[src/rtl/led_pkg.sv]
// rtl/led_pkg.sv - shared encodings for the LED pattern engine
package led_pkg;

  typedef enum logic [1:0] {
    MODE_STATIC = 2'd0,
    MODE_ROTATE = 2'd1,
    MODE_BOUNCE = 2'd2,
    MODE_BLINK  = 2'd3
  } mode_e;

  typedef enum logic {
    DIR_LEFT  = 1'b0,
    DIR_RIGHT = 1'b1
  } dir_e;

endpackage

[src/rtl/led_tick_gen.sv]
// rtl/led_tick_gen.sv - step-rate prescaler, one tick every CLK_FREQ/STEP_HZ cycles
module led_tick_gen #(
  parameter int CLK_FREQ = 100_000_000,
  parameter int STEP_HZ  = 4
) (
  input  logic clock,
  input  logic reset,
  input  logic clr,
  output logic tick
);

  localparam int DIV = CLK_FREQ / STEP_HZ;
  localparam int CW  = $clog2(DIV);
  localparam logic [CW-1:0] LAST = CW'(DIV - 1);

  logic [CW-1:0] r_cnt;

  always_ff @(posedge clock or posedge reset) begin
    if (reset) begin
      r_cnt <= '0;
    end else if (clr || (r_cnt == LAST)) begin
      r_cnt <= '0;
    end else begin
      r_cnt <= r_cnt + 1'b1;
    end
  end

  // Tick spans the whole last count so the step lands on the edge that wraps it.
  assign tick = (r_cnt == LAST);

endmodule

[src/rtl/led_pattern_engine.sv]
// rtl/led_pattern_engine.sv - LED pattern register with serial/parallel load and animation
module led_pattern_engine
  import led_pkg::*;
#(
  parameter int LED_WIDTH = 16,
  parameter int CLK_FREQ  = 100_000_000,
  parameter int STEP_HZ   = 4,
  parameter logic [LED_WIDTH-1:0] RESET_PATTERN = LED_WIDTH'(1)
) (
  input  logic                 clock,
  input  logic                 reset,
  input  logic                 D,
  input  logic                 LD,
  input  logic                 pl_en,
  input  logic [LED_WIDTH-1:0] pl_data,
  input  logic [1:0]           mode,
  output logic [LED_WIDTH-1:0] led,
  output logic                 tick
);

  logic [LED_WIDTH-1:0] r_pattern;
  dir_e                 r_dir;
  logic                 r_blank;
  mode_e                r_mode_q;

  logic w_mode_chg;
  logic w_tick;

  assign w_mode_chg = (mode != r_mode_q);

  led_tick_gen #(
    .CLK_FREQ(CLK_FREQ),
    .STEP_HZ (STEP_HZ)
  ) u_tick_gen (
    .clock(clock),
    .reset(reset),
    .clr  (w_mode_chg),
    .tick (w_tick)
  );

  always_ff @(posedge clock or posedge reset) begin
    if (reset) begin
      r_pattern <= RESET_PATTERN;
      r_dir     <= DIR_LEFT;
      r_blank   <= 1'b0;
      r_mode_q  <= MODE_STATIC;
    end else begin
      if (w_mode_chg) begin
        r_mode_q <= mode_e'(mode);
        r_blank  <= 1'b0;
        r_dir    <= DIR_LEFT;
      end

      // Loads outrank the step; a mode change also cancels the step for this edge.
      if (pl_en) begin
        r_pattern <= pl_data;
      end else if (LD) begin
        r_pattern <= {r_pattern[LED_WIDTH-2:0], D};
      end else if (w_tick && !w_mode_chg) begin
        case (r_mode_q)
          MODE_ROTATE: r_pattern <= {r_pattern[LED_WIDTH-2:0], r_pattern[LED_WIDTH-1]};
          MODE_BOUNCE: begin
            if (r_pattern != '0) begin
              if (r_dir == DIR_LEFT) begin
                if (r_pattern[LED_WIDTH-1]) r_dir <= DIR_RIGHT;
                else                        r_pattern <= r_pattern << 1;
              end else begin
                if (r_pattern[0]) r_dir <= DIR_LEFT;
                else              r_pattern <= r_pattern >> 1;
              end
            end
          end
          MODE_BLINK:  r_blank <= ~r_blank;
          default:     ;
        endcase
      end
    end
  end

  assign led  = r_blank ? '0 : r_pattern;
  assign tick = w_tick;

endmodule

[config.mk]
export PLATFORM = sky130hd
export DESIGN_NAME = led_pattern_engine
export DESIGN_NICKNAME = d
export VERILOG_FILES = /design/src/rtl/led_pkg.sv /design/src/rtl/led_tick_gen.sv /design/src/rtl/led_pattern_engine.sv
export SDC_FILE = /design/constraint.sdc
export NUM_CORES = 1
export LEC_CHECK = 0
export BUFFER_PORTS_ARGS = -buffer_cell sky130_fd_sc_hd__buf_4
export CAP_MARGIN = 20
export CORE_MARGIN = 4
export CORE_UTILIZATION = 45
export CTS_CLUSTER_DIAMETER = 60
export CTS_CLUSTER_SIZE = 28
export DETAILED_ROUTE_END_ITERATION = 16
export PLACE_DENSITY_LB_ADDON = 0.25
export SYNTH_ARGS = -nofsm -noshare
export SYNTH_HDL_FRONTEND = slang
export SYNTH_SLANG_ARGS = --single-unit
[constraint.sdc]
create_clock -name clock -period 2.08 [get_ports clock]
set_input_delay 0.416 -clock clock [delete_from_list [all_inputs] [get_ports clock]]
set_output_delay 0.416 -clock clock [all_outputs]
set_load 0.02 [all_outputs]
After elaboration in Yosys (flattened, before gate mapping) --
Cells that the tools add are included.
Storage, ports and cells: memory bits (read-only) 0, output and inout port bits 17, memory bits (writable) 0, bits in latches 0, memories kept 0, register bits 45, word-level logic and storage cells 50, input bits 23
Operators by class: add/subtract/negate cells 1, eq/ne operators 8, div/mod/pow operators 0, reductions and logical operators 9, order comparisons 0, bitwise operators 1, $mul 0, muxes and demuxes 24, shift-type cells 0
Operators with widths (count):
- $mux W16 | 8
- $pmux W16 S2 | 1
- $add A25 B1 Y25 const B | 1
- $eq A25 B25 Y1 const B | 1
- $mux W25 | 1
- $reduce_bool A16 Y1 | 1
- $mux W1 | 14
- $ne A5 B5 Y1 const B | 2
- $reduce_and A4 Y1 | 2
- $reduce_and A5 Y1 | 1
- $eq A2 B2 Y1 const B | 2
- $ne A4 B4 Y1 const B | 1
- $reduce_bool A4 Y1 | 1
- $reduce_bool A3 Y1 | 1
- $eq A2 B1 Y1 const B | 1
- $ne A2 B2 Y1 | 1
- $logic_and A1 B1 Y1 | 1
- $logic_not A1 Y1 | 1
- $logic_or A1 B1 Y1 | 1
- $not A1 Y1 | 1

Longest topological paths before layout --
depth in word-level cells 9, gate-level depth with buffers 8, gate-level depth less buffers 7

Hierarchy --
From an unflattened synthesis, not the netlist that was laid out.
Second synthesis, totals: cells, all modules 275, area total of the unflattened synthesis 2601.2 um^2
Modules (own cells, without submodules):
- led_pattern_engine | cells an instance 136, instances 1, area each 1318.8 um^2
- led_tick_gen | cells an instance 139, instances 1, area each 1282.5 um^2

Least setup slack after synthesis --
Ideal clock, no wire load.
kind register to register, start register u_tick_gen.r_cnt[0], end register r_pattern[14], cell stages (with the launch flop) 8, required time 1.955 ns, clock period less this slack 2.149 ns, setup slack -0.069 ns, arrival 2.024 ns, cell sequence dfrtp_1 ha_1 nand2_1 nor4_4 nand2_2 o31ai_4 buf_8 mux2_4
On the way: longest elaborated chain between the ends 4
Ends and longest elaborated chain:
- start, declared | RTL line led_tick_gen.sv:16 | logic [CW-1:0] r_cnt;
- start signal, assigned | RTL line led_tick_gen.sv:24 | r_cnt <= r_cnt + 1'b1;
- $eq A25 B25 Y1 | RTL line led_tick_gen.sv:29 | assign tick = (r_cnt == LAST);
- $logic_and A1 B1 Y1 | RTL line led_pattern_engine.sv:59 | end else if (w_tick && !w_mode_chg) begin
- $reduce_bool A3 Y1 (no line)
- $reduce_and A5 Y1 (no line)
- end signal, assigned | RTL line led_pattern_engine.sv:58 | r_pattern <= {r_pattern[LED_WIDTH-2:0], D};
- end signal, assigned | RTL line led_pattern_engine.sv:61 | MODE_ROTATE: r_pattern <= {r_pattern[LED_WIDTH-2:0], r_pattern[LED_WIDTH-1]};
- end signal, assigned | RTL line led_pattern_engine.sv:66 | else r_pattern <= r_pattern << 1;
- end, declared | RTL line led_pattern_engine.sv:21 | logic [LED_WIDTH-1:0] r_pattern;
No other way between the ends. A chain may end at the register's enable or synchronous reset.

Worst setup path in the final report --
start register r_mode_q[0], end register r_pattern[15]
On the way: longest elaborated chain between the ends 5
Ends and longest elaborated chain:
- start, declared | RTL line led_pattern_engine.sv:24 | mode_e r_mode_q;
- start signal, assigned | RTL line led_pattern_engine.sv:49 | r_mode_q <= mode_e'(mode);
- $eq A2 B2 Y1, or another cell as far along | RTL line led_pattern_engine.sv:60 | case (r_mode_q)
- $pmux W16 S2 / $logic_not A1 Y1 (equally long branches) | RTL line led_pattern_engine.sv:60, led_pattern_engine.sv:59
- $mux W16 / $logic_and A1 B1 Y1 (equally long branches) | RTL line led_pattern_engine.sv:59
- $mux W16 / $reduce_bool A3 Y1 (equally long branches)
- $mux W16 / $reduce_and A4 Y1 (equally long branches)
- end signal, assigned | RTL line led_pattern_engine.sv:56 | r_pattern <= pl_data;
- end signal, assigned | RTL line led_pattern_engine.sv:58
- end signal, assigned | RTL line led_pattern_engine.sv:61
Several ways; a longest one is shown, not always the timed one. The select of a mux whose other input is x is not followed.

==> results.md <==
- Final ANT Viol Nets: 0
- Core area: 5610 µm²
- Min Tclk post-route: 2.08 ns
- Final hold violation count: 0
- Overall power: 0.00203 W
- Routed WL: 6340 µm
- FILL cells: 507
- Clk sinks: 45
- DR WL/cell: 14.4 µm
- Most common cell after layout, fill and taps aside: buf_4
- Die height: 84.9 µm
- Worst skew pair latency: 0.30 ns
- PD cells: 572 nW/µm²
- Syn_area_per_cell: 9.46 µm²
- DR pass1 iterations: 4
- # port buffers: 39
- DRC errors left: 0
- Via density: 5.27
- CP startpoint kind: flip-flop
- Vias in the first global route: 2234
- # diodes: 0
- Reg clk slew, reported paths: 0.09 ns
- Clock Path Buffers: 2
- P_leak: 1.69 nW
- Library cells used by synthesis: 39
- Final Max Slew Viols: 0
- RSZ-0062 raised after global routing: true
- CP Capture Type: flip-flop
- WS Path Type: flip-flop to flip-flop
- Status: finished, final reports clean
- Full die area: 7200 µm²
- Synth Instances: 281
- Final instance area: 3550 µm²
- Crit-path max FO: 3
- Largest net degree at the start of global routing: 46
- Gr usage total: 18.3%
- Skew final: 0.0122 ns
- Fmax: 481 MHz
- Initial antenna violation count: 0
- Grt ovf: 0
- Fin crit share: 99.9%
- Slew HR: 61.0%
- Initial Util: 47.4%
- Syn. warnings: 0
- Placed Area: 3340 µm²
- GRT Max-Usage Layer: met2
- Row cnt: 27
- Detailed-route via count: 2314
- Reg2reg start: r_mode_q[0]
- Final nets: 392
- MaxCap Viol Count: 0
- Worst slew pin tran: 0.585 ns
- Worst hold path class: primary input to asynchronous set/reset pin
- Final WS setup: 0.00274 ns
- Reg2Reg Depth: 7
- Req. time, crit path: 2.26 ns
- Layout cell share with drive strength beyond 1: 36.0%
- Initial detailed-routing violation count: 196
- Post-synthesis sequential area ratio: 42.4%
- Setup WS pre-CTS: -0.366 ns
- Area Overhead vs Synth: 33.6%
- Final setup fails: 0
- #FFs+latches synth: 45
- CTS tree: done
- R2R Setup Slk: 0.003 ns
- CTS Hold Buffers Added: 0
- First-pass GRT wire length: 10800 µm
- GRT met3 Usage: 4.27%
- Synthesized area: 2660 µm²
- Max H-tree Level: 2
- Most frequent cells in the layout: buf_4, dfrtp_1, nand2_1, nor2_1, xor2_1
- Ports: 40
- Gpl congestion: 0.801
- Met2 Usage GRT: 27.9%
- DP HPWL: 4640 µm
- Met1 Track Usage GR: 26.4%
- CTS Root Cell: clkbuf_8
- Die X: 84.9 µm
- Crit path arrival time: 2.26 ns
- CTS Buf Count: 5
- Synthesized Nets: 307
- R2R Path End: r_pattern[15]
- Worst-case vdd ir drop: 0.415 mV
## layout make-up
class | count | area (µm²) | area share [%]
Timing Repair Buffer | 91 | 719 | 20.2
Multi-Input combinational cell | 217 | 1510 | 42.4
Inverter | 6 | 25.0 | 0.704
Clock buffer | 7 | 76.3 | 2.15
Clock inverter | 1 | 7.51 | 0.211
Tap cell | 72 | 90.1 | 2.54
Sequential cell | 45 | 1130 | 31.7
## per-layer routing
metal  part of all wire (%)  wire (µm)  vias up
met3                    4.7        295        6
met4                    1.1         70        0
met1                     49       3080     1119
li1                       -          -     1140
met2                     46       2890       49
met5                      0          0        -
## worst max-delay path by stage
stage	start	endpoint	slack [ns]	cells after the start
3_5_place_dp	mode[0]	r_pattern[10]	-0.37	6
2_1_floorplan	u_tick_gen.r_cnt[0]	r_pattern[14]	0.002	7
3_3_place_gp	mode[0]	r_pattern[13]	-0.32	6
6_report	r_mode_q[0]	r_pattern[15]	0.003	7
5_1_grt	u_tick_gen.r_cnt[6]	tick	-0.08	6
4_1_cts	r_mode_q[0]	r_pattern[15]	0.01	7
## per-stage QoR
step / util [%] / TNS, ns / std cells / hold WS [ns]
after floorplan: - / 0 / 281 / 0.488
after detailed placement: 59.6 / -4.39 / 425 / 0.531
after global placement: 59.6 / -3.80 / 425 / 0.525
final: 63.4 / 0 / 439 / 0.240
after CTS: 62.1 / 0 / 436 / 0.232
after global routing: 63.4 / -0.827 / 439 / 0.223
## worst max-delay path, stage by stage (launching register included)
cell,delay [ns]
dfrtp_1,0.38
inv_1,0.06
ha_2,0.27
nor3_2,0.27
o41ai_4,0.14
buf_4,0.17
o31ai_1,0.30
mux2_2,0.37
## state kept, by name (all words and copies together), names as in the netlist
register and flops:
u_tick_gen.r_cnt 25, r_blank 1, r_dir 1, r_pattern 16
r_mode_q 2
## cells in the mapped netlist
master,instances,area share [%]
dfrtp_1,44,41
nand2_1,41,5.8
nor2_1,36,5.1
nor2b_1,18,4.2
xor2_1,18,5.9
a22oi_1,14,4.0
nand3_1,12,2.3
clkbuf_1,11,1.6
mux2_4,10,5.6
nand4_1,9,2.1
nor4_1,8,1.9
xnor2_1,8,2.6
inv_1,6,0.85
a21oi_1,5,0.94
and3_1,4,0.94
and4_1,4,1.3
mux2_2,4,1.7
ha_1,3,1.4
nor3_1,3,0.56
or2_2,3,0.71
o31ai_1,2,0.56
a211o_1,1,0.33
and2_1,1,0.24
buf_6,1,0.42
buf_8,1,0.56
dfstp_2,1,0.99
mux2_1,1,0.42
mux2i_1,1,0.38
nand2_2,1,0.24
nand2b_1,1,0.24
nand3_2,1,0.38
nand4_2,1,0.47
nor4_4,1,0.80
nor4b_1,1,0.33
nor4bb_1,1,0.38
o21ai_0,1,0.19
o31a_1,1,0.33
o31ai_4,1,0.80
o41ai_4,1,1.0
## power by group
part | switching (W) | total [W] | internal [W] | leakage, nW
Clock | 0.000292 | 0.000531 | 0.000238 | 0.0385
Combinational | 0.000250 | 0.000519 | 0.000269 | 1.06
Sequential | 0.0000582 | 0.000982 | 0.000924 | 0.593
## kinds of logic (layout without fill, tap and decap cells)
kind of cell,Yosys count,after routing,synth area share (%)
AO/OA/AOI/OAI,26,26,8.14
flip-flops,45,45,42.4
buffers and inverters,19,105,3.39
XOR/XNOR,26,26,8.56
AND/OR/NAND/NOR,146,146,28.0
adder cells (fa/ha/maj),3,3,1.41
multiplexers,16,16,8.14
## what timing repair did
item                       CTS  global route
cloned                       0             0
setup endpoints to repair   15            16
resized for setup            6            10
setup buffers                3             3
pin swaps                    5             2
(Power assumes the default switching activity.)
